<file path="src/rtl/mem_access_stage_pkg.sv">
// Shared types and constants for the MEM pipeline stage: data widths,
// FSM encoding, the output bundle latched by BufferMEMWB and its reset value.
package mem_access_stage_pkg;

  localparam int DATA_W = 16;
  localparam int BYTE_W = 8;

  typedef enum logic {
    ST_IDLE = 1'b0,
    ST_BUSY = 1'b1
  } state_e;

  typedef struct packed {
    logic [DATA_W-1:0] ow;
    logic [BYTE_W-1:0] ob;
    logic [DATA_W-1:0] fwd;
    logic              oc;
    logic              valid;
  } out_bundle_t;

  localparam out_bundle_t OUT_RESET = '0;

  // One EX/MEM request as held across a multi-cycle access.
  typedef struct packed {
    logic [DATA_W-1:0] addr;
    logic [DATA_W-1:0] wdata;
    logic [DATA_W-1:0] alu;
    logic              byte_op;
    logic              rd;
    logic              wr;
    logic              ctrl;
  } mem_op_t;

endpackage

</file>
<file path="src/rtl/mem_access_stage_data_mem.sv">
// Byte-wide data memory: two combinational read ports sharing their
// addresses with two independently enabled byte write ports.
module data_mem_bytes
  import mem_access_stage_pkg::*;
#(
  parameter int ADDR_W = 8
) (
  input  logic              clk,
  input  logic [ADDR_W-1:0] addr0,
  input  logic [ADDR_W-1:0] addr1,
  input  logic              we0,
  input  logic              we1,
  input  logic [BYTE_W-1:0] wd0,
  input  logic [BYTE_W-1:0] wd1,
  output logic [BYTE_W-1:0] rd0,
  output logic [BYTE_W-1:0] rd1
);

  logic [BYTE_W-1:0] mem_array [2**ADDR_W];

  always_ff @(posedge clk) begin
    if (we0) mem_array[addr0] <= wd0;
    if (we1) mem_array[addr1] <= wd1;
  end

  assign rd0 = mem_array[addr0];
  assign rd1 = mem_array[addr1];

endmodule

</file>
<file path="src/rtl/mem_access_stage.sv">
// MEM stage: big-endian word/byte load/store with LAT-cycle access and upstream stall.
// Optional misaligned-word detection is enabled by defining MEM_ALIGN_CHK_EN.
module mem_access_stage
  import mem_access_stage_pkg::*;
#(
  parameter int ADDR_W = 8,
  parameter int LAT    = 2
) (
  input  logic              C,
  input  logic              R,
  input  logic              in_valid,
  input  logic              mem_rd,
  input  logic              mem_wr,
  input  logic              byte_op,
  input  logic [DATA_W-1:0] addr,
  input  logic [DATA_W-1:0] wdata,
  input  logic [DATA_W-1:0] alu_res,
  input  logic              ctrl_in,
  output logic [DATA_W-1:0] OW,
  output logic [BYTE_W-1:0] OB,
  output logic [DATA_W-1:0] OF,
  output logic              OC,
  output logic              out_valid,
  output logic              stall
`ifdef MEM_ALIGN_CHK_EN
  ,
  output logic              misalign
`endif
);

  localparam int CNT_W = (LAT > 1) ? $clog2(LAT) : 1;
  localparam logic [CNT_W-1:0] CNT_LOAD = CNT_W'(LAT - 1);
`ifdef MEM_ALIGN_CHK_EN
  localparam bit ALIGN_CHK = 1'b1;
`else
  localparam bit ALIGN_CHK = 1'b0;
`endif

  state_e      state_q, state_d;
  logic [CNT_W-1:0] cnt_q, cnt_d;
  mem_op_t     cap_q, cap_d;
  out_bundle_t out_q, out_d;
`ifdef MEM_ALIGN_CHK_EN
  logic        mis_q, mis_d;
`endif

  mem_op_t           live_op, op;
  logic              acc_go;
  logic [ADDR_W-1:0] a, pa0, pa1;
  logic              misal, is_st, we0, we1;
  logic [BYTE_W-1:0] wd0, wd1, rd0, rd1, rb;
  logic              unused_op_bits;

  assign live_op = '{addr: addr, wdata: wdata, alu: alu_res, byte_op: byte_op,
                     rd: mem_rd, wr: mem_wr, ctrl: ctrl_in};
  // With LAT=1 the access uses the live request; otherwise the captured one.
  assign op    = (state_q == ST_BUSY) ? cap_q : live_op;
  assign a     = op.addr[ADDR_W-1:0];
  assign pa0   = {a[ADDR_W-1:1], 1'b0};
  assign pa1   = {a[ADDR_W-1:1], 1'b1};
  assign misal = ALIGN_CHK & ~op.byte_op & a[0];
  assign is_st = op.wr;
  assign rb    = a[0] ? rd1 : rd0;
  assign unused_op_bits = ^{op.addr[DATA_W-1:ADDR_W], op.rd};

  // Reset on the completing edge aborts the write.
  assign we0 = acc_go & ~R & is_st & ~misal & (~op.byte_op | ~a[0]);
  assign we1 = acc_go & ~R & is_st & ~misal & (~op.byte_op |  a[0]);
  assign wd0 = op.byte_op ? op.wdata[BYTE_W-1:0] : op.wdata[DATA_W-1:BYTE_W];
  assign wd1 = op.wdata[BYTE_W-1:0];

  data_mem_bytes #(.ADDR_W(ADDR_W)) u_mem (
    .clk   (C),
    .addr0 (pa0),
    .addr1 (pa1),
    .we0   (we0),
    .we1   (we1),
    .wd0   (wd0),
    .wd1   (wd1),
    .rd0   (rd0),
    .rd1   (rd1)
  );

  always_comb begin
    state_d   = state_q;
    cnt_d     = cnt_q;
    cap_d     = cap_q;
    out_d     = out_q;
    out_d.valid = 1'b0;
    acc_go    = 1'b0;
`ifdef MEM_ALIGN_CHK_EN
    mis_d     = 1'b0;
`endif
    unique case (state_q)
      ST_IDLE: begin
        if (in_valid) begin
          if (!mem_rd && !mem_wr) begin
            out_d = '{ow: '0, ob: '0, fwd: alu_res, oc: ctrl_in, valid: 1'b1};
          end else if (LAT == 1) begin
            acc_go = 1'b1;
          end else begin
            cap_d   = live_op;
            cnt_d   = CNT_LOAD;
            state_d = ST_BUSY;
          end
        end
      end
      ST_BUSY: begin
        if (cnt_q == CNT_W'(1)) begin
          acc_go  = 1'b1;
          cnt_d   = '0;
          state_d = ST_IDLE;
        end else begin
          cnt_d = cnt_q - CNT_W'(1);
        end
      end
      default: state_d = ST_IDLE;
    endcase

    if (acc_go) begin
      if (is_st || misal) begin
        out_d.ow = '0;
        out_d.ob = '0;
      end else if (op.byte_op) begin
        out_d.ob = rb;
        out_d.ow = {{(DATA_W-BYTE_W){1'b0}}, rb};
      end else begin
        out_d.ow = {rd0, rd1};
        out_d.ob = rd1;
      end
      out_d.fwd   = op.alu;
      out_d.oc    = op.ctrl;
      out_d.valid = 1'b1;
`ifdef MEM_ALIGN_CHK_EN
      mis_d = misal;
`endif
    end
  end

  always_ff @(posedge C) begin
    if (R) begin
      state_q <= ST_IDLE;
      cnt_q   <= '0;
      cap_q   <= '0;
      out_q   <= OUT_RESET;
`ifdef MEM_ALIGN_CHK_EN
      mis_q   <= 1'b0;
`endif
    end else begin
      state_q <= state_d;
      cnt_q   <= cnt_d;
      cap_q   <= cap_d;
      out_q   <= out_d;
`ifdef MEM_ALIGN_CHK_EN
      mis_q   <= mis_d;
`endif
    end
  end

  assign OW        = out_q.ow;
  assign OB        = out_q.ob;
  assign OF        = out_q.fwd;
  assign OC        = out_q.oc;
  assign out_valid = out_q.valid;
  assign stall     = (state_q == ST_BUSY);
`ifdef MEM_ALIGN_CHK_EN
  assign misalign  = mis_q;
`endif

endmodule

</file>
<file path="config.mk">
export PLATFORM = sky130hd
export DESIGN_NAME = mem_access_stage
export DESIGN_NICKNAME = d
export VERILOG_FILES = /design/src/rtl/mem_access_stage_pkg.sv /design/src/rtl/mem_access_stage_data_mem.sv /design/src/rtl/mem_access_stage.sv
export SDC_FILE = /design/constraint.sdc
export NUM_CORES = 2
export LEC_CHECK = 0
export CAP_MARGIN = 20
export CORE_ASPECT_RATIO = 0.5
export CORE_MARGIN = 2
export CORE_UTILIZATION = 36
export CTS_CLUSTER_SIZE = 30
export DETAILED_ROUTE_END_ITERATION = 12
export PLACE_DENSITY = 0.48
export SLEW_MARGIN = 15
export SYNTH_ARGS = -nofsm -noshare
export SYNTH_HDL_FRONTEND = slang
export SYNTH_SLANG_ARGS = --single-unit
</file>
<file path="constraint.sdc">
create_clock -name C -period 9.6 [get_ports C]
set_input_delay 1.44 -clock C [delete_from_list [all_inputs] [get_ports C]]
set_output_delay 1.44 -clock C [all_outputs]
set_load 0.005 [all_outputs]
</file>
### After elaboration in Yosys (flattened, before gate mapping)

Memories as Yosys holds them, arrays and structs flattened.
Cells that the tools add are included.

* add/subtract/negate cells: 1
* multipliers: 0
* div/mod/pow operators: 0
* $lt $le $gt $ge: 0
* equality and inequality tests: 3
* shifts and indexed selects: 0
* muxes and demuxes: 23
* bitwise logic cells: 11
* reductions and logical operators: 8

Operator list (count)
* 2-to-1 mux 42 bit: 4
* 2-to-1 mux 24 bit: 2
* 2-to-1 mux 44 bit: 1
* 2-to-1 mux 8 bit: 2
* 2-to-1 mux 1 bit: 12
* AND reduction 3 bit: 2
* inverter 1 bit: 5
* AND 1 bit: 4
* inequality test 2 bit (second input constant): 2
* one-hot mux 1 bit (2 select lines): 2
* nonzero test 2 bit: 2
* zero test 1 bit: 2
* inequality test 2 x 1 -> 1 bit (second input constant): 1
* bitwise OR 1 bit: 2
* AND reduction 2 bit: 1
* logical AND 1 bit: 1
* subtractor 1 bit (second input constant): 1

* bits in registers: 88
* bits in latches: 0
* bits in writable memories: 2048
* ROM bits: 0
* output and inout bits: 43
* memories kept: 1

Memory list
* u_mem.mem_array: depth 256, bits a word 8, rd ports 2, clocked after Yosys merged registers in 0, wr ports 2, line mem_access_stage_data_mem.sv:19 `logic [BYTE_W-1:0] mem_array [2**ADDR_W];`

### Depth between registers and ports, before layout

* word-level depth: 7
* depth in mapped cells: 13
* mapped depth without buffers: 8

### Modules after synthesis

A second synthesis with hierarchy kept.

* cells, all modules: 7998
* area total of the unflattened synthesis: 124718.4 µm²

By module, submodules not included
* data_mem_bytes: instances 1, cells an instance 7569, area each 121092.4 µm², seq. area each 61499.0 µm²
* mem_access_stage: instances 1, cells an instance 429, area each 3626.0 µm², seq. area each 1581.5 µm²

### Least setup slack after synthesis

No wires, ideal clock.

* path type: register to register
* from: register state_q, in the netlist stall
* to: memory u_mem.mem_array[0][5], data pin
* setup time: 0.889 ns
* arrival: 6.142 ns
* data required time: 8.711 ns
* setup slack: 2.569 ns
* stages on the path, launching flop included: 10
* buffers on the path: 6
* period minus slack after synthesis: 7.031 ns
* path through: dfxtp_1 > buf_4 > buf_4 > buf_4 > clkbuf_1 > buf_2 > buf_2 > mux2_2 > nor2_1 > a21oi_1

RTL lines
* start: declaration: line mem_access_stage.sv:39 `state_e state_q, state_d;`
* start signal: assignment: line mem_access_stage.sv:150 `state_q <= state_d;`
* end: declaration: line mem_access_stage_data_mem.sv:19

### Worst setup path after layout

* from: input port addr[1]
* to: register out_q, in the netlist OW[13]

* word-level cells in the longest chain between the ends: 5

Ends and longest elaborated chain
* start: declaration: line mem_access_stage.sv:15 `input logic [DATA_W-1:0] addr,`
* 2-to-1 mux 44 bit: line mem_access_stage.sv:57 `assign op = (state_q == ST_BUSY) ? cap_q : live_op;`
* memory read (256 x 8 bit)
* 2-to-1 mux 24 bit: line mem_access_stage.sv:124 `end else if (op.byte_op) begin`
* 2-to-1 mux 24 bit: line mem_access_stage.sv:121 `if (is_st || misal) begin`
* 2-to-1 mux 42 bit: line mem_access_stage.sv:120 `if (acc_go) begin`
* end signal: assignment: line mem_access_stage.sv:153 `out_q <= out_d;`
* end: declaration: line mem_access_stage.sv:42 `out_bundle_t out_q, out_d;`

No other way between the ends.
A chain may end at the register's enable or synchronous reset.

==> impl_metrics.prom <==
# TYPE chip_impl_metric gauge
chip_impl_info{name="outcome",value="finished clean"} 1
chip_impl_metric{name="pins_over_slew_limit",unit=""} 0
chip_impl_metric{name="clk_latency",unit="ns"} 0.85
chip_impl_metric{name="detail_route.drc_violations",unit=""} 0
chip_impl_metric{name="port_buffers",unit=""} 89
chip_impl_metric{name="grt_first_pass_wirelength",unit="mm"} 325
chip_impl_metric{name="synth.yosys.seq_area_share",unit=""} 0.788
chip_impl_metric{name="critical_path_arrival",unit="ns"} 6.35
chip_impl_metric{name="ys.warnings.count",unit=""} 0
chip_impl_metric{name="design.core.area",unit="um2"} 221000
chip_impl_metric{name="minimum_clock_period_after_layout",unit="ns"} 5.59
chip_impl_metric{name="grt_start_max_net_pins",unit=""} 141
chip_impl_metric{name="synth.avg_cell_area",unit="um2"} 15.1
chip_impl_info{name="kind_of_capture_point_of_the_worst_setup_path",value="flop"} 1
chip_impl_metric{name="layout.cells.non_filler",unit=""} 8440
chip_impl_metric{name="final-setup-viol-count",unit=""} 0
chip_impl_metric{name="detail_route.iter0.violations",unit=""} 4807
chip_impl_metric{name="netlist_instances",unit=""} 5313
chip_impl_metric{name="ys_seq_elements",unit=""} 2127
chip_impl_metric{name="post-dp-hpwl",unit="mm"} 128
chip_impl_metric{name="die-width",unit="um"} 671
chip_impl_metric{name="p_leak",unit="nW"} 27.7
chip_impl_metric{name="floorplan.rows",unit=""} 122
chip_impl_metric{name="drive_gt1_frac",unit=""} 0.0738
chip_impl_metric{name="min_delay_path_depth",unit=""} 2
chip_impl_metric{name="finalHoldWorstSlack",unit="ns"} 0.455
chip_impl_metric{name="antenna_left",unit=""} 0
chip_impl_metric{name="fin_ws",unit="ns"} 4.01
chip_impl_metric{name="ir_worst_vdd",unit="V"} 0.000134
chip_impl_metric{name="post_cts_hold_fix_bufs",unit=""} 0
chip_impl_metric{name="area_growth",unit="%"} 12.9
chip_impl_metric{name="globalRoute.totalOverflow",unit=""} 0
chip_impl_metric{name="placedCellCount",unit=""} 8080
chip_impl_metric{name="cts_buffers",unit=""} 204
chip_impl_metric{name="max_cap_violations",unit=""} 0
chip_impl_metric{name="transition_time_at_the_pin_with_the_least_slew_margin",unit="ns"} 1.19
chip_impl_info{name="ctsRootBufferMaster",value="sky130_fd_sc_hd__clkbuf_16"} 1
chip_impl_metric{name="design.final.nets",unit=""} 5368
chip_impl_metric{name="fin_skew",unit="ns"} 0.0413
chip_impl_metric{name="first_global_vias",unit=""} 45400
chip_impl_info{name="crit_path_start_kind",value="primary input"} 1
chip_impl_metric{name="hold_viol",unit=""} 0
chip_impl_metric{name="slew_headroom",unit=""} 0.199
chip_impl_metric{name="num_io_pins",unit=""} 98
chip_impl_metric{name="postRouteWirelength",unit="mm"} 228
chip_impl_metric{name="tns",unit="ns"} 0
chip_impl_metric{name="worst-r2r-cell-count",unit=""} 10
chip_impl_metric{name="grt_antenna_before_repair",unit=""} 11
chip_impl_info{name="worstHoldPathType",value="reg2reg"} 1
chip_impl_metric{name="cts_max_path_buffers",unit=""} 4
chip_impl_metric{name="detail_route.first_pass.iterations",unit=""} 5
chip_impl_info{name="rsz0062_at_grt",value="false"} 1
chip_impl_metric{name="detail_route.wl_per_cell",unit="um"} 27.0
chip_impl_metric{name="pre_cts_ws",unit="ns"} 3.26
chip_impl_metric{name="tritoncts_num_sinks",unit=""} 2127
chip_impl_metric{name="total_die_area",unit="um2"} 226000
chip_impl_metric{name="cts.repair_timing.setup_buffer_count",unit=""} 0
chip_impl_metric{name="detailroute.via_count",unit=""} 46900
chip_impl_metric{name="synth_fp_nets",unit=""} 5368
chip_impl_metric{name="global_route.usage.total",unit=""} 0.196
chip_impl_metric{name="fin_crit_sh",unit=""} 0.583
chip_impl_metric{name="max_fo_critical_path",unit=""} 71
chip_impl_metric{name="synth.cell_area",unit="um2"} 80000
chip_impl_metric{name="fp.dieH",unit="um"} 337
chip_impl_metric{name="detail_route.vias_per_cell",unit=""} 5.55
chip_impl_info{name="cts_tree",value="built"} 1
chip_impl_metric{name="cts_repair_resize_count",unit=""} 0
chip_impl_metric{name="fmax",unit="MHz"} 179
chip_impl_metric{name="pwr_density_cell",unit="nW/um2"} 216
chip_impl_metric{name="cts-htree-levels",unit=""} 4
chip_impl_metric{name="synth.lib_cells_used.distinct",unit=""} 41
chip_impl_metric{name="clkTransAtPathRegs",unit="ns"} 0.06
chip_impl_info{name="worst-setup-path-type",value="in2reg"} 1
chip_impl_metric{name="gp_congestion",unit=""} 0.825
chip_impl_metric{name="cp.required",unit="ns"} 10.36
chip_impl_metric{name="floorplan.initialDensity",unit=""} 0.362
[through the flow]
stage,util,instance area [um2],total power (W)
CTS,0.408,90200,0.0197
finish,0.409,90300,0.0195
detailed placement,0.381,84100,0.0121
global placement,0.381,84100,0.0121
floorplan,-,80000,0.0115
global route,0.409,90300,0.0202
[critical path, stage by stage]
cell and delay (ns):
sky130_fd_sc_hd__clkdlybuf4s50_1 0.54, sky130_fd_sc_hd__mux2i_4 0.73, sky130_fd_sc_hd__buf_4 0.77, sky130_fd_sc_hd__nand2_1 0.11, sky130_fd_sc_hd__a32oi_1 0.37, sky130_fd_sc_hd__a31oi_1 0.17
sky130_fd_sc_hd__o41ai_1 1.00, sky130_fd_sc_hd__nand4_1 0.60, sky130_fd_sc_hd__o2bb2a_1 0.45, sky130_fd_sc_hd__nor2_1 0.08
[final timing paths]
| check | slack, ns | from | end |
|---|---|---|---|
| worst min register to register | 0.45 | cap_q[0] | cap_q[0] |
| worst max-delay path | 4.01 | addr[1] | OW[13] |
| worst min-delay path | 0.45 | cap_q[0] | cap_q[0] |
| worst max register to register | 4.56 | stall | OW[13] |
[cells by family (layout without fill, tap and decap cells)]
group	after synthesis	in the layout	share of synthesized area
flip-flops	2127	2127	0.788
AND/OR/NAND/NOR	1605	1605	0.0844
AO/OA/AOI/OAI	1040	1040	0.0867
buffers and inverters	391	540	0.0215
multiplexers	150	150	0.0191
other	0	2	0
[power breakdown]
| part | switching, W | internal (W) |
|---|---|---|
| combinational | 0.00116 | 0.000355 |
| sequential | 0.0000157 | 0.0104 |
| clock | 0.00338 | 0.00423 |
| total | 0.00456 | 0.0150 |
[cells in the mapped netlist]
| library cell | instances | area [um2] |
|---|---|---|
| sky130_fd_sc_hd__o21ai_0 | 32 | 160 |
| sky130_fd_sc_hd__nand3_1 | 260 | 1300 |
| sky130_fd_sc_hd__nor3_1 | 4 | 20.0 |
| sky130_fd_sc_hd__inv_1 | 3 | 11.3 |
| sky130_fd_sc_hd__nor2b_1 | 1 | 6.26 |
| sky130_fd_sc_hd__or2_2 | 2 | 12.5 |
| sky130_fd_sc_hd__a21o_1 | 1 | 7.51 |
| sky130_fd_sc_hd__buf_2 | 82 | 410 |
| sky130_fd_sc_hd__o22ai_1 | 560 | 3500 |
| sky130_fd_sc_hd__and2_1 | 1 | 6.26 |
| sky130_fd_sc_hd__nand4_1 | 24 | 150 |
| sky130_fd_sc_hd__o41ai_1 | 64 | 561 |
| sky130_fd_sc_hd__clkbuf_4 | 1 | 7.51 |
| sky130_fd_sc_hd__buf_1 | 27 | 101 |
| sky130_fd_sc_hd__clkbuf_1 | 244 | 916 |
| sky130_fd_sc_hd__edfxtp_1 | 2048 | 61500 |
| sky130_fd_sc_hd__mux2i_1 | 139 | 1390 |
| sky130_fd_sc_hd__o2bb2a_1 | 7 | 70.1 |
| sky130_fd_sc_hd__or3_1 | 12 | 75.1 |
| sky130_fd_sc_hd__dfxtp_1 | 79 | 1580 |
| sky130_fd_sc_hd__o32a_1 | 2 | 20.0 |
| sky130_fd_sc_hd__o211ai_1 | 8 | 60.1 |
| sky130_fd_sc_hd__buf_6 | 4 | 45.0 |
| sky130_fd_sc_hd__o22a_1 | 6 | 52.6 |
| sky130_fd_sc_hd__nor2_1 | 280 | 1050 |
| sky130_fd_sc_hd__a21oi_1 | 78 | 390 |
| sky130_fd_sc_hd__a32oi_1 | 128 | 1120 |
| sky130_fd_sc_hd__a31oi_1 | 129 | 807 |
| sky130_fd_sc_hd__nand3b_1 | 2 | 15.0 |
| sky130_fd_sc_hd__o21ai_1 | 2 | 10.0 |
| sky130_fd_sc_hd__o21a_1 | 3 | 22.5 |
| sky130_fd_sc_hd__nand2b_1 | 19 | 119 |
| sky130_fd_sc_hd__a2bb2oi_1 | 1 | 8.76 |
| sky130_fd_sc_hd__mux2i_4 | 1 | 22.5 |
| sky130_fd_sc_hd__mux2_2 | 9 | 101 |
| sky130_fd_sc_hd__o31ai_1 | 1 | 7.51 |
| sky130_fd_sc_hd__mux2_1 | 1 | 11.3 |
| sky130_fd_sc_hd__nor4_1 | 96 | 601 |
| sky130_fd_sc_hd__buf_4 | 30 | 225 |
| sky130_fd_sc_hd__a22oi_1 | 18 | 135 |
| sky130_fd_sc_hd__nand2_1 | 904 | 3390 |
[layout make-up]
class | instances | area (um2)
fillers | 20100 | 131000
flip-flops and latches | 2127 | 63100
multi-input cells | 2795 | 15600
clock buffers | 276 | 5540
well taps | 2976 | 3720
repair buffers | 182 | 1830
clock inverters | 79 | 562
inverters | 3 | 11.3
diodes | 2 | 5.00
[cell usage in the layout, fill, tap and decap left out, types with 7 or more instances in the layout]
cell,netlist,routed
sky130_fd_sc_hd__clkinv_2,0,19
sky130_fd_sc_hd__clkbuf_8,0,10
sky130_fd_sc_hd__o22ai_1,560,560
sky130_fd_sc_hd__mux2i_1,139,136
sky130_fd_sc_hd__buf_12,0,15
sky130_fd_sc_hd__edfxtp_1,2048,2048
sky130_fd_sc_hd__clkinv_1,0,45
sky130_fd_sc_hd__a32oi_1,128,128
sky130_fd_sc_hd__clkdlybuf4s50_1,0,88
sky130_fd_sc_hd__a21oi_4,0,9
sky130_fd_sc_hd__buf_4,30,75
sky130_fd_sc_hd__nand2b_1,19,19
sky130_fd_sc_hd__nor4_1,96,96
sky130_fd_sc_hd__mux2_4,0,8
sky130_fd_sc_hd__or3_2,0,8
sky130_fd_sc_hd__o211ai_1,8,8
sky130_fd_sc_hd__a21oi_1,78,69
sky130_fd_sc_hd__a22oi_1,18,18
sky130_fd_sc_hd__nand3_1,260,260
sky130_fd_sc_hd__o41ai_1,64,63
sky130_fd_sc_hd__nor2_1,280,278
sky130_fd_sc_hd__clkbuf_16,0,207
sky130_fd_sc_hd__nand4_1,24,24
sky130_fd_sc_hd__bufinv_16,0,8
sky130_fd_sc_hd__o2bb2a_1,7,7
sky130_fd_sc_hd__dfxtp_1,79,78
sky130_fd_sc_hd__a31oi_1,129,129
sky130_fd_sc_hd__o21ai_0,32,24
sky130_fd_sc_hd__clkbuf_1,244,59
sky130_fd_sc_hd__nand2_1,904,904
[state kept, by name, indices dropped and copies added (netlist names)]
name,flops
cnt_q,1
out_valid,1
OC,1
cap_q,43
OF,16
u_mem.mem_array,2048
stall,1
OW,16
[layer usage]
| layer | track usage | wire length (um) | vias to the layer above |
|---|---|---|---|
| li1 | - | - | 20800 |
| met1 | 0.282 | 103000 | 24200 |
| met2 | 0.316 | 106000 | 1576 |
| met3 | 0.0303 | 15000 | 286 |
| met4 | 0.0426 | 4380 | 0 |
| met5 | 0 | 0 | - |
(Power assumes the default switching activity.)
